===== src/rtl/fifo_pkg.sv =====
// Shared constants and helpers for the single-clock FIFO family.
package fifo_pkg;

  localparam int ERR_MODE_STICKY_PTR = 0;
  localparam int ERR_MODE_STICKY     = 1;
  localparam int ERR_MODE_DYNAMIC    = 2;

  localparam int RST_MODE_CLEAR = 0;
  localparam int RST_MODE_KEEP  = 2;

  // Bits needed to hold a count in the range 0..depth.
  function automatic int count_width(input int depth);
    return $clog2(depth + 1);
  endfunction

endpackage


===== src/rtl/fifo_s1_sf_ctl.sv =====
// FIFO control: read/write pointers, occupancy count, static flags and error tracking.
module fifo_s1_sf_ctl
  import fifo_pkg::*;
#(
  parameter int depth    = 4,
  parameter int ae_level = 1,
  parameter int af_level = 1,
  parameter int err_mode = 0,
  parameter int aw       = $clog2(depth)
) (
  input  logic          clk,
  input  logic          rst_n,
  input  logic          push_req_n,
  input  logic          pop_req_n,
  input  logic          diag_n,
  output logic          we,
  output logic [aw-1:0] wr_ptr,
  output logic [aw-1:0] rd_ptr,
  output logic          empty,
  output logic          almost_empty,
  output logic          half_full,
  output logic          almost_full,
  output logic          full,
  output logic          error
);

  localparam int CW = count_width(depth);
  localparam logic [CW-1:0] DEPTH_C = CW'(depth);

  logic [CW-1:0] count;
  logic [CW-1:0] count_mod;
  logic [aw:0]   ptr_diff;
  logic          push, pop, do_push, do_pop;
  logic          overflow, underflow, ptr_err, err_q;

  assign push = ~push_req_n;
  assign pop  = ~pop_req_n;

  assign empty        = (count == '0);
  assign full         = (count == DEPTH_C);
  assign almost_empty = (count <= CW'(ae_level));
  assign half_full    = (count >= CW'((depth + 1) / 2));
  assign almost_full  = (count >= CW'(depth - af_level));

  // A pop against a full FIFO frees the slot the simultaneous push lands in.
  assign do_push   = push & (~full | pop);
  assign do_pop    = pop & ~empty;
  assign overflow  = push & full & ~pop;
  assign underflow = pop & empty;
  assign we        = do_push;

  function automatic logic [aw-1:0] ptr_inc(input logic [aw-1:0] p);
    return (p == aw'(depth - 1)) ? '0 : p + aw'(1);
  endfunction

  // Pointer distance modulo depth must always agree with the count modulo depth.
  always_comb begin
    // NOTE: every variable gets a default before any condition, so no latch is inferred.
    ptr_diff  = {1'b0, wr_ptr} - {1'b0, rd_ptr};
    count_mod = full ? '0 : count;
    if (wr_ptr < rd_ptr) ptr_diff = ptr_diff + (aw + 1)'(depth);
    ptr_err = (err_mode == ERR_MODE_STICKY_PTR) && (ptr_diff != (aw + 1)'(count_mod));
  end

  always_ff @(posedge clk or negedge rst_n) begin
    if (!rst_n) begin
      wr_ptr <= '0;
      rd_ptr <= '0;
      count  <= '0;
      err_q  <= 1'b0;
    end else begin
      // NOTE: non-blocking assignments so every register samples pre-edge values.
      if (do_push) wr_ptr <= ptr_inc(wr_ptr);

      if (err_mode == ERR_MODE_STICKY_PTR && !diag_n) rd_ptr <= '0;
      else if (do_pop)                                rd_ptr <= ptr_inc(rd_ptr);

      case ({do_push, do_pop})
        2'b10:   count <= count + CW'(1);
        2'b01:   count <= count - CW'(1);
        default: count <= count;
      endcase

      if (err_mode == ERR_MODE_DYNAMIC) err_q <= overflow | underflow;
      else                              err_q <= err_q | overflow | underflow | ptr_err;
    end
  end

  assign error = err_q | ptr_err;

endmodule


===== src/rtl/fifo_s1_sf.sv =====
// Single-clock first-word-fall-through FIFO: storage array and read mux around fifo_s1_sf_ctl.
module fifo_s1_sf
  import fifo_pkg::*;
#(
  parameter int width    = 8,
  parameter int depth    = 4,
  parameter int ae_level = 1,
  parameter int af_level = 1,
  parameter int err_mode = 0,
  parameter int rst_mode = 0
) (
  input  logic             clk,
  input  logic             rst_n,
  input  logic             push_req_n,
  input  logic             pop_req_n,
  input  logic             diag_n,
  input  logic [width-1:0] data_in,
  output logic             empty,
  output logic             almost_empty,
  output logic             half_full,
  output logic             almost_full,
  output logic             full,
  output logic             error,
  output logic [width-1:0] data_out
);

  localparam int AW = $clog2(depth);

  logic             we;
  logic [AW-1:0]    wr_ptr, rd_ptr;
  logic [width-1:0] mem [depth];

  if (rst_mode != RST_MODE_CLEAR && rst_mode != RST_MODE_KEEP) begin : g_bad_rst_mode
    $error("fifo_s1_sf: rst_mode must be 0 or 2");
  end

  fifo_s1_sf_ctl #(
    .depth    (depth),
    .ae_level (ae_level),
    .af_level (af_level),
    .err_mode (err_mode),
    .aw       (AW)
  ) u_ctl (
    .clk          (clk),
    .rst_n        (rst_n),
    .push_req_n   (push_req_n),
    .pop_req_n    (pop_req_n),
    .diag_n       (diag_n),
    .we           (we),
    .wr_ptr       (wr_ptr),
    .rd_ptr       (rd_ptr),
    .empty        (empty),
    .almost_empty (almost_empty),
    .half_full    (half_full),
    .almost_full  (almost_full),
    .full         (full),
    .error        (error)
  );

  if (rst_mode == RST_MODE_CLEAR) begin : g_mem_clear
    always_ff @(posedge clk or negedge rst_n) begin
      if (!rst_n) begin
        // NOTE: clearing the array on reset is optional; rst_mode 2 drops it so plain RAM can be used.
        for (int i = 0; i < depth; i++) mem[i] <= '0;
      end else if (we) begin
        mem[wr_ptr] <= data_in;
      end
    end
  end else begin : g_mem_keep
    always_ff @(posedge clk) begin
      if (we) mem[wr_ptr] <= data_in;
    end
  end

  assign data_out = mem[rd_ptr];

endmodule


===== config.mk =====
export PLATFORM = sky130hd
export DESIGN_NAME = fifo_s1_sf
export DESIGN_NICKNAME = d
export VERILOG_FILES = /design/src/rtl/fifo_pkg.sv /design/src/rtl/fifo_s1_sf_ctl.sv /design/src/rtl/fifo_s1_sf.sv
export SDC_FILE = /design/constraint.sdc
export NUM_CORES = 1
export LEC_CHECK = 0
export ABC_AREA = 0
export BUFFER_PORTS_ARGS = -buffer_cell sky130_fd_sc_hd__buf_2
export CELL_PAD_IN_SITES_DETAIL_PLACEMENT = 1
export CELL_PAD_IN_SITES_GLOBAL_PLACEMENT = 2
export CORE_MARGIN = 8
export CORE_UTILIZATION = 40
export DETAILED_ROUTE_END_ITERATION = 6
export PLACE_DENSITY_LB_ADDON = 0.1
export SYNTH_ARGS = -nofsm -noshare
export SYNTH_HDL_FRONTEND = slang
export SYNTH_SLANG_ARGS = --single-unit
export TNS_END_PERCENT = 30

===== constraint.sdc =====
create_clock -name clk -period 2.45 [get_ports clk]
set_input_delay 0.49 -clock clk [delete_from_list [all_inputs] [get_ports clk]]
set_output_delay 0.49 -clock clk [all_outputs]
set_load 0.02 [all_outputs]

# == Word-level counts from Yosys, hierarchy flattened ==
# Cells that the tools add are included.
# classes
addsub,6
order_cmp,7
eq_ne,7
mux,13
bitwise,16
reduce_logical,3
# op_table
cell,n
32-bit bitwise mux,1
8-bit two-way mux,3
8-bit binary-select mux with 2-bit select,1
8-bit demux with 2-bit select,1
2-bit two-way mux,4
"2-bit == test, second input constant",3
"3-bit by 2-bit greater-or-equal comparator with 1-bit output, second input constant",2
"3-bit greater-or-equal comparator, second input constant",2
3-bit two-way mux,2
2-bit inverter with 3-bit output,2
3-bit case mux with 2 select lines,1
1-bit bitwise AND,5
1-bit OR,5
"2-bit by 1-bit adder with 2-bit output, second input constant",2
1-bit inverter,4
"3-bit by 1-bit adder with 3-bit output, second input constant",1
"3-bit adder, second input constant",1
"3-bit == test, second input constant",1
"3-bit by 1-bit less-or-equal comparator with 1-bit output, second input constant",1
3-bit logical NOT,1
"3-bit by 1-bit < comparator with 1-bit output, second input constant",1
3-bit != test,1
2-bit by 2-bit subtractor with 3-bit output,1
"3-bit by 1-bit subtractor with 3-bit output, second input constant",1
5 further kinds,5
# word_totals
register_bits,40
in_bits,13
output_inout_bits,14
elab_cells,60

# == Depth between registers and ports, before layout ==
# depth
ltp_word,6
mapped_depth,8
mapped_depth_nobuf,8

# == By module ==
# Synthesis repeated with hierarchy kept, for this count alone.
# hier_totals
cells_unflattened,141
area_unflattened_um2,2024.4
# modules_own_cells
mod,instances,cells_per_inst,area_each_um2,seq_area_each_um2
fifo_s1_sf,1,78,1401.3,800.8
fifo_s1_sf_ctl,1,63,623.1,200.2

# == Least setup slack after synthesis ==
# No wires, ideal clock.
# synth_timing
kind,flip-flop to flip-flop
start,reg u_ctl.count[0]
end,reg u_ctl.count[2]
setup_ps,146
arrival_time_ps,2063
required_ps,2304
slack_ps,241
stages_incl_launch_ff,9
n_path_buf,0
period_less_slack_ps,2209
cell_sequence,dfrtp_1 -> inv_1 -> ha_1 -> nor2b_1 -> nor2_1 -> ha_1 -> nor3b_1 -> o21ai_0 -> o311ai_0
# synth_between
elab_cells_between_ends,13
classes_between,add/sub: 2; eq/ne: 3; mux: 1; bitwise: 5; reduce/logical: 2
# synth_rtl
element,line,source
from (decl),fifo_s1_sf_ctl.sv:30,logic [CW-1:0] count;
from (signal assigned),fifo_s1_sf_ctl.sv:79,2'b10: count <= count + CW'(1);
from (signal assigned),fifo_s1_sf_ctl.sv:80,2'b01: count <= count - CW'(1);
from (signal assigned),fifo_s1_sf_ctl.sv:81,default: count <= count;
3-bit logical NOT (*),fifo_s1_sf_ctl.sv:39,assign empty = (count == '0);
named net empty,fifo_s1_sf.sv:18,"output logic empty,"
1-bit inverter (*),fifo_s1_sf_ctl.sv:47,assign do_pop = pop & ~empty;
1-bit bitwise AND (*),fifo_s1_sf_ctl.sv:47,
2-bit by 1-bit == test with 1-bit output or 2-bit == test (tied branches),fifo_s1_sf_ctl.sv:78,"case ({do_push, do_pop})"
3-bit case mux with 2 select lines or 2-bit nonzero test (tied branches),n/a,
# Mark *: on every way through the listed nets, which the timed path passes. The rest lies on a longest branch.
# A chain may end at the register's enable or synchronous reset.

# == Final worst setup path ==
# layout_timing
start,reg u_ctl.count[0]
end,out error
# layout_between
elab_chain_len,4
# layout_rtl
element,line,source
3-bit == test,fifo_s1_sf_ctl.sv:40,assign full = (count == DEPTH_C);
3-bit two-way mux (*),fifo_s1_sf_ctl.sv:60,count_mod = full ? '0 : count;
3-bit != test (*),fifo_s1_sf_ctl.sv:62,ptr_err = (err_mode == ERR_MODE_STICKY_PTR) && (ptr_diff != (aw + 1)'(count_mod));
1-bit OR (*),fifo_s1_sf_ctl.sv:89,assign error = err_q | ptr_err;
to (decl),fifo_s1_sf.sv:23,"output logic error,"
# Mark *: on every way between the ends. The rest lies on a longest branch, timed or not.

==> results.py <==
metrics = {
    "worst_setup_path": {
        "path_delay_family": "flip-flops",
        "cpPeakStageDelay_ns": 0.41,
        "cp.arrival_ns": 1.84,
        "cp.required_ns": 1.96,
        "cp-end-kind": "output port",
        "worstPathMaxFanout": 6,
        "path_cells": "inv_1 > ha_1 > and2_1 > a211o_1 > nand3_1 > buf_2",
        "path_buf_inv": 2,
        "critPathLaunchType": "flop",
        "crit_slowest_cell": "dfrtp_2",
        "crit_type": "flop to output port",
    },
    "cts": {
        "post_cts_buffers": 0,
        "clk_latency_ns": 0.28,
        "cts_sinks": 40,
        "clk_path_buf_depth": 2,
        "root_buffer": "clkbuf_8",
        "hold_buffers": 0,
        "cts_tree": "done",
        "numCtsBuffers": 5,
        "htree_levels": 2,
        "cts_resized": 0,
        "clk_pin_slew_ns": 0.07,
    },
    "sta": {
        "setup_viol": 0,
        "max_freq_ghz": 0.430,
        "finalHoldViolations": 0,
        "clock_skew_ns": 0.00186,
        "drv_slew": 0,
        "slew_headroom_pct": 41.3,
        "tns_ns": 0,
        "setup_ws_ns": 0.124,
        "fin_crit_sh_pct": 94.9,
        "fin_crit_ns": 2.33,
        "worstMarginPinSlew_ns": 0.880,
        "rsz0062_at_grt": "no",
    },
    "logic_synthesis": {
        "synthXorXnorAreaFrac_pct": 2.33,
        "synth_top_area_share_pct": 47.8,
        "ys_warn_count": 0,
        "yosysTopAreaCell": "dfrtp_1",
        "synth.most_common_cell": "dfrtp_1",
        "yosys.cell_types.count": 33,
        "synth_compound_area_share_pct": 5.20,
        "ys_top_cells_by_area": "dfrtp_1 48%, mux2_2 12%, mux4_2 8.6%",
        "synth_edf_count": 0,
        "async_flop_share_pct": 100,
        "synth_top_family_by_area": "multiplexers",
        "synth_mux_area_share_pct": 27.4,
        "avgSynthCellArea_um2": 14.1,
        "synth_seq_cells": 40,
        "synth_cells": 149,
        "synthSimpleGateAreaFrac_pct": 7.35,
        "netlist_area_um2": 2090,
        "synth_common_cells": "40 x dfrtp_1, 22 x mux2_2, 12 x ha_1",
        "ys_seq_area_share_pct": 47.8,
        "yosys_most_used_dff": "dfrtp_1",
        "synthAdderAreaFrac_pct": 7.17,
        "synth_nets": 174,
    },
    "die": {
        "dieArea_um2": 7810,
        "core_um2": 5070,
        "placementRows": 26,
        "die_w_um": 88.4,
        "die_h_um": 88.4,
        "start_util_pct": 41.3,
        "pin_count": 27,
    },
    "power": {
        "p_leak_nw": 1.13,
        "power.density_nw_per_um2": 1310,
        "ir_drop_mv": 0.589,
    },
    "placement": {
        "post-dp-hpwl_um": 3260,
        "port_buffers": 26,
        "dp_cells": 244,
        "dp_slack_ns": 0.155,
        "gp_congestion": 0.750,
        "post_dp_cell_area_um2": 2310,
    },
    "drt": {
        "drc": 0,
        "vias": 1286,
        "route.detailed.wl_per_inst_um": 17.5,
        "postRouteAntennaNets": 0,
        "via_per_inst": 5.10,
        "drt-total-wl_um": 4400,
        "dr.pass1.iters": 4,
        "drt_iter0_drc": 46,
    },
    "worst_hold_path": {
        "worst_hold_path_type": "primary input to asynchronous set/reset pin",
    },
    "grt": {
        "gr-total-overflow": 0,
        "antenna_found_initial": 0,
        "grt_max_degree": 41,
        "grt_usage_pct": 12.4,
        "grt_pass1_vias": 1479,
        "grt_pass1_wl_um": 7370,
    },
    "job": {
        "drv_cap": 0,
    },
    "final_layout": {
        "num_antenna_cells": 0,
        "fin_util_pct": 47.5,
        "fin_area_um2": 2410,
        "fin_nets": 206,
        "layoutNonFillerInstCount": 252,
        "syn_to_final_growth_pct": 15.0,
        "drive_gt1_share_pct": 47.3,
    },
    "outcome": {
        "status": "complete, no violations",
    },
}
==> cells in the final DEF (no fill, tap or decap) <==
| master | netlist | layout |
|---|---|---|
| a211o_1 | 1 | 1 |
| a21boi_1 | 0 | 1 |
| a21oi_1 | 4 | 4 |
| a31oi_4 | 1 | 1 |
| and2_1 | 1 | 1 |
| and3b_2 | 1 | 1 |
| buf_2 | 1 | 26 |
| buf_4 | 0 | 3 |
| clkbuf_8 | 0 | 6 |
| clkinv_2 | 0 | 2 |
| dfrtp_1 | 40 | 38 |
| dfrtp_2 | 0 | 2 |
| ha_1 | 12 | 12 |
| inv_1 | 9 | 9 |
| mux2_1 | 1 | 1 |
| mux2_2 | 22 | 22 |
| mux2_4 | 9 | 9 |
| mux4_2 | 8 | 8 |
| nand2_1 | 4 | 4 |
| nand2_4 | 4 | 4 |
| nand2b_1 | 1 | 1 |
| nand3_1 | 1 | 1 |
| nand4_1 | 1 | 1 |
| nor2_1 | 5 | 5 |
| nor2b_1 | 2 | 1 |
| nor2b_2 | 0 | 1 |
| nor3b_1 | 1 | 1 |
| o21ai_0 | 7 | 7 |
| o311ai_0 | 1 | 1 |
| o31ai_1 | 1 | 1 |
| or3_1 | 1 | 1 |
| or3_2 | 1 | 1 |
| or4_1 | 1 | 1 |
| xnor2_1 | 2 | 2 |
| xnor3_1 | 1 | 1 |
| xor2_1 | 1 | 1 |
==> sequential cells by signal, indices dropped and copies added, names as in the netlist <==
name / flops
mem: 32
u_ctl.count: 3
u_ctl.err_q: 1
u_ctl.rd_ptr: 2
u_ctl.wr_ptr: 2
==> cell type report <==
class	instances	area, um2
clock buffer	6	82.6
clock inverter	2	10.0
fill	558	2670
inverter	9	33.8
multi-input combinational	96	1040
sequential	40	1000
tap	70	87.6
timing repair buffer	29	153
==> where the power goes <==
group          total [mW]  internal (mW)  switching (mW)
clock network       0.440          0.225           0.215
logic                1.50          0.777           0.722
registers            1.21          0.985           0.228
==> worst paths after layout <==
kind	cells after the start	from	to	slack, ns
hold reg to reg	1	mem[23]$_DFFE_PN0P_	mem[23]$_DFFE_PN0P_	0.51
min in group clk	3	diag_n	u_ctl.rd_ptr[0]$_DFFE_PN0P_	0.44
setup reg to reg	8	u_ctl.count[0]$_DFFE_PN0P_	u_ctl.count[2]$_DFFE_PN0P_	0.25
max in group asynchronous	1	rst_n	u_ctl.count[0]$_DFFE_PN0P_	1.52
setup / recovery	6	u_ctl.count[0]$_DFFE_PN0P_	error	0.12
hold / removal	1	rst_n	u_ctl.rd_ptr[1]$_DFFE_PN0P_	0.32
==> routing by layer <==
layer	GRT usage (%)	up-vias	wire length [um]	part of all wire, %
met4	3.84	0	32	0.73
met5	0	-	0	0
met3	3.34	4	162	3.7
met2	20.7	21	2210	50
met1	15.3	665	1990	45
li1	-	596	-	-
==> kinds of logic (layout without fill, tap and decap cells) <==
kind of cell,after synthesis,after routing
mux,40,40
flops,40,40
simple gates,24,24
compound gates,16,16
buf+inv,13,46
fa+ha+maj,12,12
xor+xnor,4,4
==> per-stage QoR <==
stage | power, mW | hold WS (ns)
final | 3.15 | 0.320
after global routing | 3.40 | 0.394
after CTS | 3.21 | 0.363
after detailed placement | 2.75 | 0.494
after global placement | 2.67 | 0.469
after floorplan | 2.31 | 0.194
(Power assumes the default switching activity.)
